[src/rtl/conv_writeback_ctrl_gen.sv]
// conv_writeback_ctrl_gen: writeback controller for the conv-kernel PE rows.
// Sequences partial-sum buffer init, conv start and per-row-group drain with
// zero-write over one or more filter passes. Independently muxes NUM_ROWS
// valid-tagged row streams onto NUM_PORTS output ports, one row group at a time.
//
// Ports:
//   clk, rst         clock (rising edge), synchronous active-high reset
//   start_init       start request, honoured only while idle
//   num_passes       passes to run (0 = run until reset), latched on start
//   p_filter_end     filter pass finished, honoured only while waiting for it
//   row_data         NUM_ROWS packed row words, row r at [r*DATA_W +: DATA_W]
//   row_valid        per-row valid
//   p_write_zero     per-row read-out-and-zero strobe
//   p_init           push zeros into empty buffers
//   out_data         NUM_PORTS packed port words, port p at [p*DATA_W +: DATA_W]
//   out_valid        per-port valid
//   start_conv       conv start strobe
//   odd_cnt          ping-pong buffer select
//   busy             controller not idle
//   done             one-cycle pulse after the last pass
//   pat_err          sticky flag for an illegal nonzero row_valid pattern
//   err_cnt          (only with WB_ERR_CNT_EN) saturating count of illegal cycles
//
// Optional feature macro: WB_ERR_CNT_EN adds the err_cnt output.
module conv_writeback_ctrl_gen #(
  parameter int unsigned DATA_W    = 25,
  parameter int unsigned DEPTH     = 61,
  parameter int unsigned NUM_ROWS  = 5,
  parameter int unsigned NUM_PORTS = 2,
  parameter int unsigned START_LEN = 3,
  parameter int unsigned PASS_W    = 8
) (
  input  logic                          clk,
  input  logic                          rst,
  input  logic                          start_init,
  input  logic [PASS_W-1:0]             num_passes,
  input  logic                          p_filter_end,
  input  logic [NUM_ROWS*DATA_W-1:0]    row_data,
  input  logic [NUM_ROWS-1:0]           row_valid,
  output logic [NUM_ROWS-1:0]           p_write_zero,
  output logic                          p_init,
  output logic [NUM_PORTS*DATA_W-1:0]   out_data,
  output logic [NUM_PORTS-1:0]          out_valid,
  output logic                          start_conv,
  output logic                          odd_cnt,
  output logic                          busy,
  output logic                          done,
  output logic                          pat_err
`ifdef WB_ERR_CNT_EN
  ,
  output logic [15:0]                   err_cnt
`endif
);

  localparam int unsigned G      = (NUM_ROWS + NUM_PORTS - 1) / NUM_PORTS;
  localparam int unsigned GRP_W  = (G > 1) ? $clog2(G) : 1;
  localparam int unsigned CNT_W  = $clog2(DEPTH + START_LEN + 1);
  localparam int unsigned ROW_IW = (NUM_ROWS > 1) ? $clog2(NUM_ROWS) : 1;

  typedef enum logic [3:0] {
    IDLE, INIT_BUFF, START_CONV, WAIT_FILTER, WAIT_ADD,
    WAIT_WRITE, CLEAR_CNT, DRAIN_GRP, CLEAR_GRP, DONE
  } state_t;

  // Row-valid mask of group g: rows g*NUM_PORTS .. min((g+1)*NUM_PORTS, NUM_ROWS)-1.
  function automatic logic [NUM_ROWS-1:0] grp_mask(input int unsigned g);
    logic [NUM_ROWS-1:0] m;
    m = '0;
    for (int unsigned r = 0; r < NUM_ROWS; r++) m[r] = ((r / NUM_PORTS) == g);
    return m;
  endfunction

  state_t               state_q, state_d;
  logic [CNT_W-1:0]     cnt_q, cnt_d;
  logic [GRP_W-1:0]     grp_q, grp_d;
  logic [PASS_W-1:0]    pass_q, pass_d;
  logic [PASS_W-1:0]    npass_q, npass_d;
  logic                 odd_d, p_init_d, start_conv_d, done_d, busy_d;
  logic [NUM_ROWS-1:0]  pwz_d;

  // FSM next state, counters and control outputs.
  always_comb begin
    state_d      = state_q;
    cnt_d        = cnt_q + CNT_W'(1);
    grp_d        = grp_q;
    pass_d       = pass_q;
    npass_d      = npass_q;
    odd_d        = odd_cnt;
    p_init_d     = 1'b0;
    start_conv_d = 1'b0;
    done_d       = 1'b0;
    pwz_d        = '0;
    case (state_q)
      IDLE: begin
        cnt_d = '0;
        if (start_init) begin
          state_d = INIT_BUFF;
          npass_d = num_passes;
          pass_d  = '0;
        end
      end
      INIT_BUFF: begin
        p_init_d = 1'b1;
        if (cnt_q == CNT_W'(DEPTH - 1)) state_d = START_CONV;
      end
      START_CONV: begin
        start_conv_d = 1'b1;
        if (cnt_q == CNT_W'(DEPTH - 1 + START_LEN)) state_d = WAIT_FILTER;
      end
      WAIT_FILTER: begin
        cnt_d = '0;
        if (p_filter_end) state_d = WAIT_ADD;
      end
      WAIT_ADD: begin
        if (cnt_q == CNT_W'(DEPTH - 1)) state_d = WAIT_WRITE;
      end
      WAIT_WRITE: state_d = CLEAR_CNT;
      CLEAR_CNT: begin
        cnt_d        = '0;
        start_conv_d = 1'b1;
        odd_d        = ~odd_cnt;
        grp_d        = '0;
        state_d      = DRAIN_GRP;
      end
      DRAIN_GRP: begin
        pwz_d = grp_mask(32'(grp_q));
        if (cnt_q == CNT_W'(DEPTH - 1)) begin
          if (grp_q < GRP_W'(G - 1)) begin
            state_d = CLEAR_GRP;
          end else if ((npass_q != '0) && (pass_q == npass_q - PASS_W'(1))) begin
            state_d = DONE;
          end else begin
            // Saturate so free-running mode never wraps the pass count.
            if (pass_q != {PASS_W{1'b1}}) pass_d = pass_q + PASS_W'(1);
            state_d = WAIT_FILTER;
          end
        end
      end
      CLEAR_GRP: begin
        cnt_d   = '0;
        grp_d   = grp_q + GRP_W'(1);
        state_d = DRAIN_GRP;
      end
      DONE: begin
        done_d  = 1'b1;
        state_d = IDLE;
      end
      default: state_d = IDLE;
    endcase
    // busy tracks the state register itself, so it rises with the first non-idle cycle.
    busy_d = (state_d != IDLE);
  end

  // Row/port output mux, independent of the FSM.
  logic [DATA_W-1:0]           rows [NUM_ROWS];
  logic                        mux_hit;
  int unsigned                 mux_grp;
  int unsigned                 row_sel;
  logic [ROW_IW-1:0]           row_idx;
  logic [NUM_PORTS*DATA_W-1:0] mux_data;
  logic [NUM_PORTS-1:0]        mux_valid;
  logic                        illegal_c;

  for (genvar r = 0; r < NUM_ROWS; r++) begin : g_rows
    assign rows[r] = row_data[r*DATA_W +: DATA_W];
  end

  always_comb begin
    mux_hit   = 1'b0;
    mux_grp   = 0;
    row_sel   = 0;
    row_idx   = '0;
    mux_data  = '0;
    mux_valid = '0;
    for (int unsigned g = 0; g < G; g++) begin
      if (row_valid == grp_mask(g)) begin
        mux_hit = 1'b1;
        mux_grp = g;
      end
    end
    for (int unsigned p = 0; p < NUM_PORTS; p++) begin
      row_sel = mux_grp * NUM_PORTS + p;
      // Ports beyond the last row of a short group stay zero.
      if (mux_hit && (row_sel < NUM_ROWS)) begin
        row_idx                     = ROW_IW'(row_sel);
        mux_data[p*DATA_W +: DATA_W] = rows[row_idx];
        mux_valid[p]                = row_valid[row_idx];
      end
    end
    illegal_c = (|row_valid) && !mux_hit;
  end

  // State register and registered outputs.
  always_ff @(posedge clk) begin
    if (rst) begin
      state_q      <= IDLE;
      cnt_q        <= '0;
      grp_q        <= '0;
      pass_q       <= '0;
      npass_q      <= '0;
      p_write_zero <= '0;
      p_init       <= 1'b0;
      out_data     <= '0;
      out_valid    <= '0;
      start_conv   <= 1'b0;
      odd_cnt      <= 1'b0;
      busy         <= 1'b0;
      done         <= 1'b0;
      pat_err      <= 1'b0;
    end else begin
      state_q      <= state_d;
      cnt_q        <= cnt_d;
      grp_q        <= grp_d;
      pass_q       <= pass_d;
      npass_q      <= npass_d;
      p_write_zero <= pwz_d;
      p_init       <= p_init_d;
      out_data     <= mux_data;
      out_valid    <= mux_valid;
      start_conv   <= start_conv_d;
      odd_cnt      <= odd_d;
      busy         <= busy_d;
      done         <= done_d;
      pat_err      <= pat_err | illegal_c;
    end
  end

`ifdef WB_ERR_CNT_EN
  // Saturating count of cycles with an illegal nonzero valid pattern.
  always_ff @(posedge clk) begin
    if (rst) begin
      err_cnt <= '0;
    end else if (illegal_c && (err_cnt != 16'hFFFF)) begin
      err_cnt <= err_cnt + 16'd1;
    end
  end
`endif

endmodule
[config.mk]
export PLATFORM = sky130hd
export DESIGN_NAME = conv_writeback_ctrl_gen
export DESIGN_NICKNAME = d
export VERILOG_FILES = /design/src/rtl/conv_writeback_ctrl_gen.sv
export SDC_FILE = /design/constraint.sdc
export NUM_CORES = 1
export LEC_CHECK = 0
export ABC_CLOCK_PERIOD_IN_PS = 3200
export CAP_MARGIN = 20
export CELL_PAD_IN_SITES_DETAIL_PLACEMENT = 2
export CELL_PAD_IN_SITES_GLOBAL_PLACEMENT = 2
export CORE_MARGIN = 1
export CORE_UTILIZATION = 21
export DETAILED_ROUTE_END_ITERATION = 10
export PLACE_DENSITY_LB_ADDON = 0.1
export SYNTH_ARGS = -nofsm -noshare
export SYNTH_HDL_FRONTEND = slang
export SYNTH_SLANG_ARGS = --single-unit
[constraint.sdc]
create_clock -name clk -period 3.2 [get_ports clk]
set_input_delay 0.32 -clock clk [delete_from_list [all_inputs] [get_ports clk]]
set_output_delay 0.32 -clock clk [all_outputs]
set_load 0.02 [all_outputs]
Yosys cells after proc, flatten, opt, wreduce, memory -nomap -nowiden --
Index checks and enable logic that the tools add are counted.
Storage, ports and cells: register bits 92, input bits 142, output and inout port bits 63, word-level logic and storage cells 112
Cells by class: add/subtract/negate cells 5, order comparisons 7, eq/ne operators 23, multiplexer cells 34, bitwise logic cells 7, reduce and logical (&&, ||, !) cells 20
Operators with widths (count):
- binary-select mux 25 bit (select 3 bit) | 2
- two-way mux 25 bit | 4
- less-than comparator 32 x 3 -> 1 bit, second input constant | 2
- two-way mux 8 bit | 5
- adder 32 x 1 -> 32 bit, second input constant | 1
- two-way mux 4 bit | 8
- one-hot mux 4 bit (8 select lines) | 1
- two-way mux 31 bit | 1
- equality test 4 x 3 -> 1 bit, second input constant | 4
- one-hot mux 8 bit (2 select lines) | 1
- equality test 7 x 6 -> 1 bit, second input constant | 2
- != test 2 bit, second input constant | 5
- OR reduction 2 bit | 5
- OR reduction 5 bit | 2
- two-way mux 1 bit | 9
- adder 8 x 1 -> 8 bit, second input constant | 1
- equality test 4 x 2 -> 1 bit, second input constant | 2
- equality test 4 bit, second input constant | 2
- equality test 8 bit | 1
- greater-or-equal comparator 4 bit, second input constant | 2
- less-than comparator 3 x 4 -> 1 bit, second input constant | 2
- != test 8 bit, second input constant | 1
- inverter 3 -> 4 bit | 2
- nonzero test 8 bit | 1
- 23 further kinds | 30

Depth between registers and ports, before layout --
Gate-level depths: netlist of run 1.
word-level depth 8, depth in mapped cells 10

Worst setup path before layout of run 1 --
OpenSTA, ideal clock, no wires.
path kind register to register, from register npass_q[0], to register pass_q[4], arrival 2.208 ns, data required time 3.085 ns, path slack 0.878 ns, cell stages (with the launch flop) 10, path buffers 0, clock period less this slack 2.322 ns, cell sequence dfxtp_1 > inv_1 > ha_1 > nor3b_2 > and2_4 > a211o_1 > a31o_2 > a2111oi_2 > a21oi_1 > o21a_1
Between the ends: cells in the longest elaborated chain, start to end 5, elaborated cells on any way between the ends 6, those cells by class add/sub (1); eq/ne (2); reduce/logical (3)
Ends and longest elaborated chain:
- start, declared | RTL line 77 | logic [PASS_W-1:0] npass_q, npass_d;
- start signal, assigned | RTL line 215 | npass_q <= npass_d;
- subtractor 8 x 1 -> 8 bit | RTL line 130 | end else if ((npass_q != '0) && (pass_q == npass_q - PASS_W'(1))) begin
- equality test 8 bit | RTL line 130
- logical AND 1 bit (*) | RTL line 130
- != test 2 bit (no source line) (*)
- AND reduction 6 bit (no source line) (*)
- end signal, assigned | RTL line 214 | pass_q <= pass_d;
- end, declared | RTL line 76 | logic [PASS_W-1:0] pass_q, pass_d;
Mark *: on every way between the ends. The rest lies on a longest branch, timed or not. A chain may end at the register's enable or synchronous reset.

Worst setup path after layout of run 1 --
Same ends and word-level chain as after synthesis.

==> results of run 1 <==
==> tightest hold or removal path, stage by stage (launching register included) <==
cell	delay (ns)
dfxtp_1	0.33
a21oi_1	0.05
nor2_1	0.07
==> placed cells by master (no fill, tap or decap), types with 4 or more instances in the layout <==
master / n
clkdlybuf4s50_1: 204
nand2_1: 132
dfxtp_1: 90
nor2_1: 54
a21oi_1: 48
a311oi_1: 26
inv_1: 16
xnor2_1: 11
clkbuf_16: 9
nor3_1: 8
buf_4: 8
o21ai_0: 7
nand3_1: 7
ha_1: 7
and2_1: 6
xor2_1: 6
and3_1: 5
nor4b_1: 4
nand2b_1: 4
==> worst min path at each step <==
stage	startpoint	to	slack [ns]	cells after the start
2_1_floorplan	cnt_q[0]	cnt_q[0]	0.43	1
3_3_place_gp	cnt_q[0]	cnt_q[0]	0.45	1
3_5_place_dp	pat_err	pat_err	0.47	2
4_1_cts	cnt_q[0]	cnt_q[0]	0.49	1
5_1_grt	cnt_q[0]	cnt_q[0]	0.49	1
6_report	pat_err	pat_err	0.48	2
==> sequential cells by signal, indices dropped and copies added (netlist names) <==
signal and cells:
busy 1, cnt_q 7, done 1, grp_q 2, npass_q 8, odd_cnt 1, out_data 50, out_valid 2
p_init 1, p_write_zero 3, pass_q 8, pat_err 1, start_conv 1, state_q 4
==> cell families (layout without fill, tap and decap cells) <==
group           after synthesis  in the layout
compound gates              102            102
flops                        90             90
buf+inv                      49            243
mux                           4              4
fa+ha+maj                     7              7
xor+xnor                     17             17
simple gates                247            247
==> routing by layer <==
| layer | vias up | track usage, % | share of wire (%) |
|---|---|---|---|
| li1 | 2127 | - | - |
| met1 | 2094 | 17.1 | 38 |
| met2 | 129 | 31.5 | 50 |
| met3 | 11 | 9.31 | 11 |
| met4 | 2 | 4.23 | 1.0 |
| met5 | - | 0 | 0.084 |
==> power by group <==
part	internal (mW)	leakage (nW)	switching [mW]	total [mW]
Sequential	1.15	0.729	0.0425	1.19
Clock	0.621	0.142	0.439	1.06
Combinational	0.258	1.61	0.191	0.449
Total	2.03	2.48	0.672	2.70
==> through the flow <==
step | instances | hold WS [ns]
2_1_floorplan | 516 | 0.426
3_3_place_gp | 955 | 0.445
3_5_place_dp | 955 | 0.473
4_1_cts | 970 | 0.490
5_1_grt | 970 | 0.491
6_report | 970 | 0.480
==> layout make-up <==
cell class                 instances  area (sq um)  area share, %
sequential                        90          1800           27.0
multi-input combinational        377          2100           31.4
inverter                          16          60.1          0.900
tap                              260           325           4.88
clock buffer                      12           246           3.69
clock inverter                     3          40.0          0.600
timing repair buffer             212          2100           31.5
==> results.md, run 1 <==
- Status: finished clean
- P&R area growth vs syn: 63.6%
- EDFF count, synth: 0
- Placed wire-length estimate: 13000 um
- Post-CTS Setup Bufs: 0
- Power Total: ~2.7 mW
- FF-to-FF path depth: 9
- WS Path Type: reg2reg
- Simple-gate portion of the synthesized area: a little over a quarter
- Startpoint Class: register
- Flops & latches, synth: 90
- Synth top area share: 44.2%
- Period utilization: 82.0%
- Starting DRT DRC Count: 127
- WP depth: 9
- Internal reg-to-reg setup slack: 0.58 ns
- Ys flop type: dfxtp_1
- H-tree Lvls: 3
- Die span in y: 141 um
- Area post-placement: 6390 sq um
- CP max-delay cell: a2111oi_2
- Ports: 205
- Netlist Area Pre-Place: 4080 sq um
- R2r startpoint: npass_q[0]
- Total Neg Setup Slack: 0 ns
- Pre-CTS setup slack: roughly 0.61 ns
- RSZ-0062 raised after global routing: false
- Endpoint class of the critical path: register
- Share of cells above drive strength 1: 5.07%
- Crit path DAT: between 2 and 3 ns
- Compound-cell area share of the yosys netlist: approximately 17%
- Placeable Area: 18900 sq um
- CTS Buf Count: 9
- Maxcap violations: 0
- Global route overflow: 0
- Final wirelength: 16700 um
- Crit path buffers/inverters: 1
- CTS Buffer Depth: 2
- Largest family of logic cells by synthesized area: simple AND/OR/NAND/NOR gates
- Cts repair resizes: 0
- Syn Nets: around 670
- Pwr dens: 405 nW/um^2
- Largest cells by area after synthesis: dfxtp_1 44%, nand2_1 12%, a21oi_1 5.9%, a311oi_1 5.6%, nor2_1 5.0%
- Count of buffers from port buffering: 204
- Worst Hold Class: reg2reg
- Cell variety after synth: 51
- Seq/Total Area, Yosys: 44.2%
- Commonest cells in the netlist: 132 x nand2_1, 90 x dfxtp_1, 54 x nor2_1
- Post-Synth Adder-Cell Area: 2.15%
- CTS tree: yes
- DR pass1 iterations: 4
- CP Cell Sequence: inv_1 > ha_1 > nor3b_2 > and2_4 > a211o_1 > a31o_2 > a2111oi_2 > a21oi_1 > o21a_1
- CTS Root Buffer Type: clkbuf_16
- Worst VDD drop: 0.233 mV
- Final core occ: between 30% and 40%
- Fillers: 2168
- Worst-Margin Slew: 0.731 ns
- Post-synth ARST share: 0%
- Post-detailed-route wirelength per cell: between 15 and 20 um
- Rows: 50
- Routed vias/inst: 4.50
- Crit-path max FO: 5
- CP startpoint: npass_q[0]
- Synth area leader: dfxtp_1
- Inserted Diodes: 0
- Count leader, synth: nand2_1
- Nets: about 860
- Final setup margin: 0.576 ns
- Relative slew slack: 51.2%
- Final Max Tran Viols: 0
- Critical R2R Capture: pass_q[4]
- # clock sinks: 90
- Ys Warns: 0
- Die area: ~20000 sq um
- Total number of vias: 4363
- Vias in the first global route: 4883
- Final min period: about 2.6 ns
- Design area: 6670 sq um
- Worst Skew: 0.00418 ns
- Crit path max-delay family: compound AO/OA/AOI/OAI gates
- Clock Latency Late Sink: 0.34 ns
- Avg Inst Size Synth: 7.90 sq um
- DR DRC count: 0
- First-pass GRT wire length: 26200 um
- Clock-pin slew on the worst setup and hold paths: ~0.060 ns
- Remaining antenna violation count: 0
- Initial antenna violation count: 1
- Synth Area in XOR/XNOR: roughly 3.7%
- Syn Inst Count: 516
- Final setup viols: 0
- Hold Vio Cnt, Final: 0
- Hold buffer count at cts: 0
- Leakage power: 2.48 nW
- Die Span X: between 100 and 150 um
- Fmax: 0.381 GHz
- Initial core utilization: 21.6%
- Worst Setup EP: pass_q[4]
- Total GRT Usage: 17.3%
- GP Congestion: ~0.75
- Mux share of post-synthesis cell area: 1.01%
- CP peak stage delay: 0.54 ns
- Largest net degree at the start of global routing: 39
- Req. time, crit path: 3.43 ns
Power figures use the tool's default switching activity.
==> run 2: changes to the inputs <==
--- a/config.mk
+++ b/config.mk
@@ -5,12 +5,12 @@
 export SDC_FILE = /design/constraint.sdc
 export NUM_CORES = 1
 export LEC_CHECK = 0
-export ABC_CLOCK_PERIOD_IN_PS = 3200
+export ABC_CLOCK_PERIOD_IN_PS = 2300
 export CAP_MARGIN = 20
 export CELL_PAD_IN_SITES_DETAIL_PLACEMENT = 2
 export CELL_PAD_IN_SITES_GLOBAL_PLACEMENT = 2
 export CORE_MARGIN = 1
-export CORE_UTILIZATION = 21
+export CORE_UTILIZATION = 19
 export DETAILED_ROUTE_END_ITERATION = 10
 export PLACE_DENSITY_LB_ADDON = 0.1
 export SYNTH_ARGS = -nofsm -noshare
==> constraint.sdc (replaced) <==
create_clock -name clk -period 2.3 [get_ports clk]
set_input_delay 0.23 -clock clk [delete_from_list [all_inputs] [get_ports clk]]
set_output_delay 0.23 -clock clk [all_outputs]
set_load 0.02 [all_outputs]
==> run 2 against run 1 <==
  * Core utilization shrank 2.2 points
  * First-iteration DRC count grew 18%
  * Highest routed layer is now met4
  * Register-to-register slack lost 0.57 ns
  * Total power grew 44%
  * Largest power group unchanged
==> results.md, run 2 (same netlist as run 1, synthesis figures left out) <==
- Worst-Margin Slew: 0.621 ns (-0.110 ns)
- CTS Buf Count: 9 (unchanged)
- Largest register FFs: 50 (unchanged)
- CTS Root Buffer Type: clkbuf_16
- Sequential Power Share: 42.2% (-2.0 points)
- Crit path DAT: 2.54 ns (-0.32 ns)
- Global route overflow: 0 (unchanged)
- Initial core utilization: 19.4% (-2.2 points)
- Pwr dens: 557 nW/um^2 (+38%)
- Int Power: 2.86 mW (+41%)
- Sw Pwr: 1.02 mW (+52%)
- Comb power frac: 19.1% (+2.5 points)
- Placeable Area: 21000 sq um (+11%)
- Inst Count DP: 984 (+3.0%)
- Routed vias/inst: 4.45 (-1.1%)
- Die span in y: 148 um (+5.1%)
- Hold buffer count at cts: 0 (unchanged)
- Fillers: 2366 (+9.1%)
- Fin cells: 1004 (+3.5%)
- Total number of vias: 4468 (+2.4%)
- P&R area growth vs syn: 70.9%
- Post-detailed-route wirelength per cell: 17.5 um (+1.3%)
- Clock power share: 38.8% (-0.4 points)
- Leakage power: 2.59 nW (+4.2%)
- WS Path Type: reg2reg
- Starting DRT DRC Count: 150 (+18%)
- First-pass GRT wire length: 26900 um (+2.8%)
- Top Registers: out_data x50, npass_q x8, pass_q x8
- Share of cells above drive strength 1: 9.88% (+4.8 points)
- Worst Hold Class: in2reg
- Final Max Tran Viols: 0 (unchanged)
- Inserted Diodes: 0 (unchanged)
- DR DRC count: 0 (unchanged)
- GP Congestion: 0.806 (+7.8%)
- Hold WS: 0.432 ns (-0.0480 ns)
- CP startpoint: npass_q[1]
- Worst Skew: 0.00324 ns (-0.000944 ns)
- Req. time, crit path: 2.54 ns (-0.89 ns)
- Reg area: 1800 sq um (+0.14%)
- R2r startpoint: npass_q[1]
- Largest Register: out_data
- Period utilization: 99.9% (+18 points)
- Hold path start: row_data[43]
- Commonest non-fill, non-tap cell in the layout: clkdlybuf4s50_1
- Worst VDD drop: 0.317 mV (+36%)
- Nets: 873 (+2.1%)
- Metal1 wirelength: 6970 um (+9.3%)
- Die Span X: 148 um (+5.1%)
- Maxcap violations: 0 (unchanged)
- Largest net degree at the start of global routing: 51 (+31%)
- Vias in the first global route: 5064 (+3.7%)
- Final core occ: 33.1% (-2.2 points)
- Rows: 53 (+6.0%)
- Final setup viols: 0 (unchanged)
- CTS Buffer Depth: 2 (unchanged)
- Count of buffers from port buffering: 204 (unchanged)
- Remaining antenna violation count: 0 (unchanged)
- Multi-input logic area: 2210 sq um (+5.2%)
- # clock sinks: 90 (unchanged)
- Placed wire-length estimate: 13400 um (+2.9%)
- CTS tree: yes
- Endpoint class of the critical path: register
- DR pass1 iterations: 4 (unchanged)
- Routed wl met2: 8560 um (+1.8%)
- Total GRT Usage: 16.1% (-1.2 points)
- Final min period: 2.30 ns (-0.326 ns)
- Final wirelength: 17500 um (+4.9%)
- Status: finished clean
- Die area: 22100 sq um (+10%)
- Hold Vio Cnt, Final: 0 (unchanged)
- Crit-path max FO: 5 (unchanged)
- H-tree Lvls: 3 (unchanged)
- WL met3: 1770 um (+0.34%)
- RSZ-0062 raised after global routing: true
- Switching Share: 26.3% (+1.4 points)
- Relative slew slack: 58.6% (+7.4 points)
- Top sig layer: met4
- Clock-pin slew on the worst setup and hold paths: 0.07 ns (about the same)
- Clock Latency Late Sink: 0.34 ns (about the same)
- Startpoint Class: register
- Fmax: 0.435 GHz (+14%)
- Initial antenna violation count: 0 (-1)
- Ports: 205 (unchanged)
- Most frequent cells in the layout: 204 x clkdlybuf4s50_1, 131 x nand2_1, 88 x dfxtp_1
-- run 2: changes by cell type in the layout (fill, tap and decap cells not counted), sizes merged --
cell,before,now
clkbuf,12,11
buf,8,26
clkinvlp,0,2
-- run 2: power by group through the flow --
stage	clock, mW	combinational (mW)	sequential (mW)
2_1_floorplan	0	0.255	1.69
3_3_place_gp	0	0.673	1.67
3_5_place_dp	0	0.692	1.67
4_1_cts	1.59	0.727	1.64
5_1_grt	1.64	0.810	1.64
6_report	1.51	0.740	1.64
-- run 2: path summary, 6_finish.rpt --
path | end | slack (ns) | depth (start not counted)
hold reg to reg | cnt_q[0] | 0.48 | 1
hold / removal | out_data[43] | 0.43 | 3
setup reg to reg | pass_q[5] | 0.002 | 10
setup / recovery | pass_q[5] | 0.002 | 10
-- run 2: per-stage QoR --
step,instance area (sq um),total power [mW],TNS [ns],setup WS [ns]
CTS,6880,3.95,-0.0188,-0.0136
floorplan,4090,1.95,0,0.00219
detailed placement,6550,2.36,-0.519,-0.102
finish,6970,3.88,0,0.00216
global route,6970,4.09,-0.381,-0.101
global placement,6550,2.34,0,0.00696
-- run 2: worst max-delay path: stages, from the launching register on --
cell,delay [ns]
dfxtp_2,0.35
inv_2,0.05
ha_4,0.16
xnor2_1,0.18
xnor2_1,0.09
or4_4,0.50
a21oi_4,0.25
a2111oi_4,0.11
buf_4,0.17
and3_4,0.16
o21a_1,0.18
-- run 2: layer usage --
layer  up-vias  GRT usage, %
met2       124          27.7
met3        14          8.16
met5         -             0
met1      2163          17.1
met4         0          4.59
li1       2167             -
-- run 2: cell type report --
type,instances,share of cell area [%]
Clock buffer,11,3.34
Clock inverter,5,0.790
Inverter,16,0.862
Multi-Input combinational cell,377,31.7
Sequential cell,90,25.9
Tap cell,275,4.94
Timing Repair Buffer,230,32.5
-- run 2: what timing repair did --
item,in CTS,in global routing
pin swaps,12,18
cloned,0,0
gates resized for setup,8,16
endpoints found under the setup margin,10,10
setup buffers,2,2
==> run 3: changes to the inputs <==
--- a/config.mk
+++ b/config.mk
@@ -9,7 +9,7 @@
 export CAP_MARGIN = 20
 export CELL_PAD_IN_SITES_DETAIL_PLACEMENT = 2
 export CELL_PAD_IN_SITES_GLOBAL_PLACEMENT = 2
-export CORE_MARGIN = 1
+export CORE_MARGIN = 10
 export CORE_UTILIZATION = 19
 export DETAILED_ROUTE_END_ITERATION = 10
 export PLACE_DENSITY_LB_ADDON = 0.1
==> run 3 against run 2 <==
  * The run now ends with negative setup slack left
  * Design area increased by 0.66%
  * First-iteration DRC count shrank 27%
  * Hold slack got worse by 0.0049 ns
  * Core utilization increased by 0.12 points
  * Register-to-register slack got worse by 0.02 ns
  * Critical path type unchanged
  * Critical endpoint is now pass_q[4]
  * Largest cell class unchanged
==> results.md, run 3 (same netlist as run 1, synthesis figures left out) <==
- Worst VDD drop: 0.306 mV (-3.6%)
- Nets: 873 (unchanged)
- Inserted Diodes: 0 (unchanged)
- Final wirelength: 19500 um (+11%)
- Starting DRT DRC Count: 110 (-27%)
- Critical R2R Capture: pass_q[4]
- First-pass GRT wire length: 30300 um (+13%)
- Total number of vias: 4466 (-0.045%)
- Final min period: 2.32 ns (+0.0172 ns)
- Internal reg-to-reg setup slack: -0.02 ns (-0.02 ns)
- Int Power: 2.82 mW (-1.6%)
- Die area: 27700 sq um (+26%)
- Crit path max-delay family: compound AO/OA/AOI/OAI gates
- Clock-pin slew on the worst setup and hold paths: 0.07 ns (about the same)
- Relative slew slack: 60.1% (+1.5 points)
- Sw Pwr: 1.02 mW (+0.28%)
- DR DRC count: 0 (unchanged)
- CP max-delay cell: a2111oi_4
- H-tree Lvls: 3 (unchanged)
- Switching Share: 26.6% (+0.37 points)
- Crit path buffers/inverters: 1 (-1)
- Largest register FFs: 50 (unchanged)
- CTS Root Buffer Type: clkbuf_16
- Final core occ: 33.3% (+0.12 points)
- Crit path DAT: 2.56 ns (+0.02 ns)
- DR pass1 iterations: 4 (unchanged)
- Largest net degree at the start of global routing: 51 (unchanged)
- Commonest non-fill, non-tap cell in the layout: clkdlybuf4s50_1
- Global route overflow: 0 (unchanged)
- Placed wire-length estimate: 15200 um (+14%)
- Largest Register: out_data
- Sequential Power Share: 42.6% (+0.4 points)
- Final Max Tran Viols: 0 (unchanged)
- Clock Latency Late Sink: 0.35 ns (about the same)
- Worst-Margin Slew: 0.597 ns (-0.0239 ns)
- Ports: 205 (unchanged)
- Final setup viols: 1 (+1)
- Inst Count DP: 983 (-0.10%)
- Post-detailed-route wirelength per cell: 19.4 um (+11%)
- Worst Setup EP: pass_q[4]
- Final setup margin: -0.0151 ns (-0.0172 ns)
- Initial core utilization: 19.3% (-0.061 points)
- Routed vias/inst: 4.45 (about the same)
- Hold path start: row_data[78]
- CTS Buffer Depth: 2 (unchanged)
- Hold WS: 0.427 ns (-0.00488 ns)
- Endpoint class of the critical path: register
- Initial antenna violation count: 1 (+1)
- Count of buffers from port buffering: 204 (unchanged)
- Worst Skew: 0.0107 ns (+0.00747 ns)
- Die span in y: 166 um (+12%)
- Startpoint Class: register
- CP peak stage delay: 0.48 ns (-0.02 ns)
- # clock sinks: 90 (unchanged)
- Area post-placement: 6560 sq um (about the same)
- Rows: 53 (unchanged)
- P&R area growth vs syn: 72.0%
- GP Congestion: 0.783 (-2.9%)
- Leakage power: 2.61 nW (+0.84%)
- Crit-path max FO: 4 (-1)
- Fin cells: 1004 (unchanged)
- RSZ-0062 raised after global routing: true
- Die Span X: 166 um (+12%)
- Total GRT Usage: 13.8% (-2.3 points)
- Remaining antenna violation count: 0 (unchanged)
- WS Path Type: reg2reg
- Period utilization: 101% (+0.75 points)
- Clock power share: 37.7% (-1.1 points)
- CTS tree: yes
- Share of cells above drive strength 1: 10.8% (+0.96 points)
- Design area: 7010 sq um (+0.66%)
- Vias in the first global route: 5160 (+1.9%)
- Top Registers: out_data x50, npass_q x8, pass_q x8
- Worst Hold Class: in2reg
- Most frequent cells in the layout: 204 x clkdlybuf4s50_1, 131 x nand2_1, 88 x dfxtp_1
- CP Cell Sequence: inv_2 > ha_4 > nor3b_4 > and2_4 > a211o_1 > a31o_4 > a2111oi_4 > a21oi_2 > o21a_1
- Hold Vio Cnt, Final: 0 (unchanged)
- Comb power frac: 19.7% (+0.6 points)
- Failing checks: negative setup slack
- WP depth: 9 (-1)
- Status: complete, but fails checks
- Maxcap violations: 0 (unchanged)
- Req. time, crit path: 2.54 ns (about the same)
- Power Total: 3.84 mW (-1.1%)
- FF-to-FF path depth: 9 (-1)
- R2r startpoint: npass_q[0]
- Pwr dens: 547 nW/um^2 (-1.8%)
- CTS Buf Count: 9 (unchanged)
- Fmax: 0.432 GHz (-0.74%)
- Placeable Area: 21100 sq um (+0.32%)
- CP startpoint: npass_q[0]
[run 3: power groups by stage]
stage / Clock (mW) / Sequential [mW] / Combinational (mW)
global route: 1.58 / 1.64 / 0.827
global placement: 0 / 1.67 / 0.684
detailed placement: 0 / 1.67 / 0.705
finish: 1.45 / 1.63 / 0.755
CTS: 1.52 / 1.64 / 0.740
floorplan: 0 / 1.69 / 0.255
[run 3: worst min path at each step]
stage | to | slack [ns] | depth (start not counted)
3_5_place_dp | pat_err | 0.47 | 2
3_3_place_gp | cnt_q[0] | 0.44 | 1
2_1_floorplan | out_data[25] | 0.37 | 2
5_1_grt | out_data[49] | 0.43 | 3
6_report | out_data[28] | 0.43 | 3
4_1_cts | out_data[33] | 0.41 | 3
[run 3: timing repair]
action,4_1_cts,5_1_grt
hold buffers,0,0
buffers inserted,3,4
resized for setup,13,18
pin swaps,13,13
setup endpoints to repair,10,11
[run 3: per-layer routing]
| metal | vias to the layer above | wire (um) | GRT usage (%) |
|---|---|---|---|
| li1 | 2168 | - | - |
| met1 | 2161 | 7480 | 14.1 |
| met2 | 120 | 9910 | 24.4 |
| met3 | 17 | 1760 | 6.24 |
| met4 | 0 | 321 | 4.31 |
| met5 | - | 0 | 0 |
[run 3: worst register-to-register path, stage by stage (launching register included)]
cell and delay (ns):
dfxtp_4 0.36, inv_2 0.05, ha_4 0.16, nor3b_4 0.15, and2_4 0.16, a211o_1 0.26
a31o_4 0.27, a2111oi_4 0.48, a21oi_2 0.12, o21a_1 0.19
[run 3: cell type report]
type | instances | area (sq um)
tap | 275 | 344
multi-input combinational | 377 | 2240
sequential | 90 | 1810
clock inverter | 4 | 26.3
inverter | 16 | 60.1
fill | 2393 | 14100
timing repair buffer | 230 | 2280
clock buffer | 12 | 256
[run 3: stage by stage]
stage / setup slack, ns / TNS [ns]
after floorplan: 0.00219 / 0
after global placement: -0.0456 / -0.145
after detailed placement: -0.182 / -0.846
after CTS: -0.0432 / -0.118
after global routing: -0.145 / -0.833
final: -0.0151 / -0.0151
